File: src/rtl/axi4_slave_pkg.sv
// Shared types and constants for the AXI4 memory-mapped slave.
// Covers the B-channel response codes, the write FSM states and the 4KB burst boundary.
package axi4_slave_pkg;

    typedef enum logic [1:0] {
        OKAY   = 2'b00,
        SLVERR = 2'b10
    } resp_t;

    typedef enum logic [1:0] {
        IDLE,
        DATA,
        RESP
    } wstate_t;

    localparam int BOUNDARY_4K = 4096;

endpackage

File: src/rtl/axi4_burst_addr_gen.sv
// INCR burst address generator: tracks the current byte address and beat count,
// and derives the byte-lane mask and last-beat flag from the latched AW fields.
module axi4_burst_addr_gen #(
    parameter int DATA_WIDTH = 32,
    parameter int ADDR_WIDTH = 16
) (
    input  logic                    clk,
    input  logic                    load,
    input  logic                    step,
    input  logic [ADDR_WIDTH-1:0]   start_addr,
    input  logic [7:0]              len,
    input  logic [2:0]              size,
    output logic [ADDR_WIDTH:0]     cur_addr,
    output logic [DATA_WIDTH/8-1:0] lane_mask,
    output logic                    last_beat
);
    import axi4_slave_pkg::*;

    localparam int NB     = DATA_WIDTH / 8;
    localparam int LOG2NB = $clog2(NB);

    logic [7:0]            len_q;
    logic [7:0]            beat_cnt;
    logic [2:0]            size_q;
    logic [ADDR_WIDTH:0]   incr;
    logic [LOG2NB-1:0]     offset;

    // One extra address bit so the increment past the final beat never wraps.
    assign incr      = (ADDR_WIDTH + 1)'(1) << size_q;
    assign offset    = cur_addr[LOG2NB-1:0];
    assign last_beat = (beat_cnt == len_q);

    always_ff @(posedge clk) begin
        if (load) begin
            cur_addr <= {1'b0, start_addr};
            beat_cnt <= 8'd0;
            len_q    <= len;
            size_q   <= size;
        end else if (step) begin
            cur_addr <= cur_addr + incr;
            beat_cnt <= beat_cnt + 8'd1;
        end
    end

    always_comb begin
        int lo;
        int hi;
        lane_mask = '0;
        lo = int'(offset);
        hi = lo + (int'(1) << size_q);
        for (int i = 0; i < NB; i++) begin
            if (i >= lo && i < hi) begin
                lane_mask[i] = 1'b1;
            end
        end
    end

endmodule

File: src/rtl/axi4_write_slave.sv
// AXI4 write-channel front end: turns each INCR burst into registered word writes.
// Define AXI_WSTRB_EN to add a WSTRB port that further qualifies mem_be.
module axi4_write_slave #(
    parameter int DATA_WIDTH = 32,
    parameter int ADDR_WIDTH = 16,
    parameter int MEM_DEPTH  = 1024
) (
    input  logic                         clk,
    input  logic                         ARESTN,
    input  logic [ADDR_WIDTH-1:0]        AWADDR,
    input  logic [7:0]                   AWLEN,
    input  logic [2:0]                   AWSIZE,
    input  logic                         AWVALID,
    output logic                         AWREADY,
    input  logic [DATA_WIDTH-1:0]        WDATA,
`ifdef AXI_WSTRB_EN
    input  logic [DATA_WIDTH/8-1:0]      WSTRB,
`endif
    input  logic                         WLAST,
    input  logic                         WVALID,
    output logic                         WREADY,
    output logic [1:0]                   BRESP,
    output logic                         BVALID,
    input  logic                         BREADY,
    output logic                         mem_we,
    output logic [$clog2(MEM_DEPTH)-1:0] mem_addr,
    output logic [DATA_WIDTH-1:0]        mem_wdata,
    output logic [DATA_WIDTH/8-1:0]      mem_be
);
    import axi4_slave_pkg::*;

    localparam int NB     = DATA_WIDTH / 8;
    localparam int LOG2NB = $clog2(NB);
    localparam int MAW    = $clog2(MEM_DEPTH);

    wstate_t             state_q, state_d;
    logic                awready_q, wready_q, bvalid_q;
    resp_t               bresp_q;
    logic                err_q, err_d;
    logic                load, beat;
    logic                mem_we_q;
    logic [MAW-1:0]      mem_addr_q;
    logic [DATA_WIDTH-1:0] mem_wdata_q;
    logic [NB-1:0]       mem_be_q;

    logic [ADDR_WIDTH:0] cur_addr;
    logic [NB-1:0]       lane_mask;
    logic [NB-1:0]       be_d;
    logic                last_beat;

    logic [31:0]         aw_addr32, aw_span, aw_last;
    logic                aw_err;

    axi4_burst_addr_gen #(
        .DATA_WIDTH (DATA_WIDTH),
        .ADDR_WIDTH (ADDR_WIDTH)
    ) u_addr_gen (
        .clk        (clk),
        .load       (load),
        .step       (beat),
        .start_addr (AWADDR),
        .len        (AWLEN),
        .size       (AWSIZE),
        .cur_addr   (cur_addr),
        .lane_mask  (lane_mask),
        .last_beat  (last_beat)
    );

    // Burst legality is decided once, at the AW handshake, from the raw request.
    always_comb begin
        aw_addr32 = 32'(AWADDR);
        aw_span   = (32'(AWLEN) + 32'd1) << AWSIZE;
        aw_last   = aw_addr32 + (32'(AWLEN) << AWSIZE);
        aw_err    = 1'b0;
        if (AWSIZE > 3'(LOG2NB)) begin
            aw_err = 1'b1;
        end
        if ((aw_addr32 & ((32'd1 << AWSIZE) - 32'd1)) != 32'd0) begin
            aw_err = 1'b1;
        end
        if ((aw_addr32 & 32'hFFF) + aw_span > 32'(BOUNDARY_4K)) begin
            aw_err = 1'b1;
        end
        if ((aw_last >> LOG2NB) >= 32'(MEM_DEPTH)) begin
            aw_err = 1'b1;
        end
    end

`ifdef AXI_WSTRB_EN
    assign be_d = lane_mask & WSTRB;
`else
    assign be_d = lane_mask;
`endif

    always_comb begin
        state_d = state_q;
        err_d   = err_q;
        load    = 1'b0;
        beat    = 1'b0;
        case (state_q)
            IDLE: begin
                if (AWVALID && awready_q) begin
                    load    = 1'b1;
                    err_d   = aw_err;
                    state_d = DATA;
                end
            end
            DATA: begin
                if (WVALID && wready_q) begin
                    beat = 1'b1;
                    if (last_beat) begin
                        state_d = RESP;
                        if (!WLAST) begin
                            err_d = 1'b1;
                        end
                    end else if (WLAST) begin
                        // Master ended the burst early: stop taking data.
                        state_d = RESP;
                        err_d   = 1'b1;
                    end
                end
            end
            RESP: begin
                if (bvalid_q && BREADY) begin
                    state_d = IDLE;
                end
            end
            default: state_d = IDLE;
        endcase
    end

    // Handshake outputs are registered from the next state so they track the FSM edge-for-edge.
    always_ff @(posedge clk) begin
        if (!ARESTN) begin
            state_q     <= IDLE;
            awready_q   <= 1'b0;
            wready_q    <= 1'b0;
            bvalid_q    <= 1'b0;
            bresp_q     <= OKAY;
            err_q       <= 1'b0;
            mem_we_q    <= 1'b0;
            mem_addr_q  <= '0;
            mem_wdata_q <= '0;
            mem_be_q    <= '0;
        end else begin
            state_q   <= state_d;
            awready_q <= (state_d == IDLE);
            wready_q  <= (state_d == DATA);
            bvalid_q  <= (state_d == RESP);
            bresp_q   <= (state_d == RESP && err_d) ? SLVERR : OKAY;
            err_q     <= err_d;
            // err_q is the burst's own error; a late WLAST error does not suppress this beat.
            mem_we_q  <= beat && !err_q;
            if (beat) begin
                mem_addr_q  <= MAW'(cur_addr >> LOG2NB);
                mem_wdata_q <= WDATA;
                mem_be_q    <= be_d;
            end
        end
    end

    assign AWREADY   = awready_q;
    assign WREADY    = wready_q;
    assign BVALID    = bvalid_q;
    assign BRESP     = bresp_q;
    assign mem_we    = mem_we_q;
    assign mem_addr  = mem_addr_q;
    assign mem_wdata = mem_wdata_q;
    assign mem_be    = mem_be_q;

endmodule

File: config.mk
export PLATFORM = sky130hd
export DESIGN_NAME = axi4_write_slave
export DESIGN_NICKNAME = d
export VERILOG_FILES = /design/src/rtl/axi4_slave_pkg.sv /design/src/rtl/axi4_burst_addr_gen.sv /design/src/rtl/axi4_write_slave.sv
export SDC_FILE = /design/constraint.sdc
export NUM_CORES = 1
export LEC_CHECK = 0
export CAP_MARGIN = 25
export CELL_PAD_IN_SITES_DETAIL_PLACEMENT = 1
export CELL_PAD_IN_SITES_GLOBAL_PLACEMENT = 1
export CORE_UTILIZATION = 39
export DETAILED_ROUTE_END_ITERATION = 10
export GPL_ROUTABILITY_DRIVEN = 0
export PLACE_DENSITY_LB_ADDON = 0.2
export SYNTH_ARGS = -nofsm -noshare
export SYNTH_HDL_FRONTEND = slang
export SYNTH_HIERARCHICAL = 1
export SYNTH_SLANG_ARGS = --single-unit
File: constraint.sdc
create_clock -name clk -period 5.14 [get_ports clk]
set_clock_uncertainty 0.1 [all_clocks]
set_input_delay 0.771 -clock clk [delete_from_list [all_inputs] [get_ports clk]]
set_output_delay 0.771 -clock clk [all_outputs]
set_load 0.03 [all_outputs]
==> flow_metrics.tcl <==
set metrics [dict create \
    status "finished clean" \
    antenna_found_initial 0 \
    multi_input_area_sq_um 3665 \
    min_from "mem_addr[2]" \
    dpl.cell_count 974 \
    rsz0062_at_grt "no" \
    crit_family "compound AO/OA/AOI/OAI gates" \
    path_class "input port to flip-flop" \
    crit_buf_inv 1 \
    cp_data_arrival_time_ps 4890 \
    drive_gt1_share_pct 6.576 \
    cp.required_ps 5230 \
    drv_cap 0 \
    fmax_ghz 0.2082 \
    drcViolationCount 0 \
    worstHoldEndpoint "mem_addr[2]" \
    track_usage_pct 22.73 \
    hold_path_class "flip-flop to flip-flop" \
    start_util_pct 40.05 \
    fill_cells 1715 \
    dp_hpwl_microns 13390 \
    htree_levels 3 \
    grt_pass1_wl_microns 28880 \
    ioPinCount 117 \
    worst_pin_slew_ps 744.8 \
    syn_to_final_growth_pct 27.17 \
    tns_ps 0 \
    wirelength_microns 17370 \
    syn_area_per_cell_sq_um 8.218 \
    n_antenna_cell 0 \
    clk_pin_slew_ps 60 \
    crit_path_max_fanout 12 \
    clk_path_buf_depth 2 \
    fin_crit_sh_pct 93.44 \
    critPathLaunchType "input port" \
    drt-initial-drc-count 192 \
    grt_busiest_layer "met2" \
    slew_violations 0 \
    clock-sinks 85 \
    viasPerCell 5.570 \
    cts_root_buf "clkbuf_16" \
    drt_first_pass_iters 4 \
    insertion_delay_ps 330 \
    postCtsResizedCells 0 \
    utilization_pct 50.93 \
    regArea_sq_um 1932 \
    holdPathStages 2 \
    mostFrequentLayoutCells "nand2_1, clkdlybuf4s50_1, dfxtp_1, a21boi_0, nor2_1" \
    die_area_sq_um 15480 \
    use_met1_pct 27.42 \
    cts_buffers 9 \
    overflow 0 \
    dieWidth_microns 124.4 \
    post_cts_buffers 0 \
    path_cells "clkdlybuf4s50_1 > nand3_1 > nor2_1 > a211o_1 > o211ai_1 > mux2_2 > mux2i_1 > ha_1 > a2111oi_0 > o21ai_0 > a21oi_1 > o21ai_0 > xor2_1 > o41ai_1 > a31oi_1" \
    fin_crit_ps 4803 \
    tritoncts "yes" \
    p_per_area_nw_per_um2 247.9 \
    cpMostUsedCell "o21ai_0" \
    vias 5514 \
    nets 906 \
    grt_util_met3_pct 2.663 \
    use_met2_pct 40.95 \
    ctsHoldBuffers 0 \
    timing.rr.start "u_addr_gen/size_q[1]" \
    synth.net_count 816 \
    wl_per_cell_microns 17.54 \
    port_buffers 115 \
    grt_pass1_vias 5813 \
    setup-violations-final 0 \
    syn_inst 711 \
    die_h_microns 124.4 \
    power.static_leakage_nw 2.726 \
    layout_commonest_cell "nand2_1" \
    synth_warnings 6 \
    slowest_delay_ps 720 \
    cp-end-kind "flip-flop" \
    core_sq_um 14590 \
    syn_area_sq_um 5843 \
    slew-limit-headroom_pct 50.19 \
    postRouteAntennaNets 0 \
    slowest_stage "clkdlybuf4s50_1" \
    grt_start_max_net_pins 49 \
    r2r-end "u_addr_gen/cur_addr[10]" \
    fin_cells 990 \
    row_count 44 \
    rr_worst_depth 9 \
    ir_drop_mv 0.1827 \
    reg2reg_slack_ps 2480 \
    hold_viol 0 \
]
==> report_power, final <==
part / switching, W / internal (W) / total [W]
Sequential: 0.0000170 / 0.000711 / 0.000728
Combinational: 0.000245 / 0.000195 / 0.000440
Clock: 0.000268 / 0.000406 / 0.000674
==> routing by layer <==
metal | vias up | wire length, microns | share of wire (%)
met2 | 146 | 8618 | 50
met5 | - | 0 | 0
met3 | 26 | 686 | 4.0
li1 | 2702 | - | -
met4 | 0 | 377 | 2.2
met1 | 2640 | 7682 | 44
==> sequential cells by signal, summed over array words and instances, names as in the netlist <==
name	count
WREADY	1
u_addr_gen/size_q	3
BRESP	1
err_q	1
u_addr_gen/cur_addr	12
u_addr_gen/beat_cnt	8
BVALID	1
state_q	2
mem_be	4
AWREADY	1
u_addr_gen/len_q	8
mem_addr	10
mem_wdata	32
mem_we	1
==> worst max-delay path by stage <==
| stage | startpoint | endpoint | slack [ps] | cells after the start |
|---|---|---|---|---|
| floorplan | AWSIZE[0] | err_q | 1120 | 14 |
| global placement | AWLEN[2] | err_q | 430 | 15 |
| detailed placement | AWLEN[2] | err_q | 10 | 15 |
| CTS | AWLEN[2] | err_q | 350 | 15 |
| global route | AWLEN[2] | err_q | 80 | 15 |
| finish | AWLEN[2] | err_q | 340 | 15 |
==> cell type report <==
class	instances	share of cell area, %
multi-input cells	563	49.32
repair buffers	126	16.60
flip-flops and latches	85	26.00
well taps	184	3.098
clock inverters	4	0.7240
inverters	16	0.8082
clock buffers	12	3.452
==> worst register-to-register path: cells and delay by family, from the launching register on <==
family	cells	cell delay [ps]
XOR/XNOR	1	150
AND/OR/NAND/NOR	2	510
AO/OA/AOI/OAI	3	390
flip-flops	1	520
adder cells (fa/ha/maj)	2	680
buffers and inverters	1	70
==> metrics by stage <==
step | hold WS (ps) | total power, W | instance area, sq um | setup WS [ps]
final | 362.9 | 0.001842 | 7431 | 337.4
after global routing | 385.7 | 0.001924 | 7431 | 75.87
after CTS | 367.3 | 0.001856 | 7431 | 346.6
after detailed placement | 358.4 | 0.001179 | 7121 | 13.01
after global placement | 348.7 | 0.001162 | 7121 | 433.9
after floorplan | 321.4 | 0.001024 | 5843 | 1121
No activity file was read; power rests on OpenSTA's default activity.
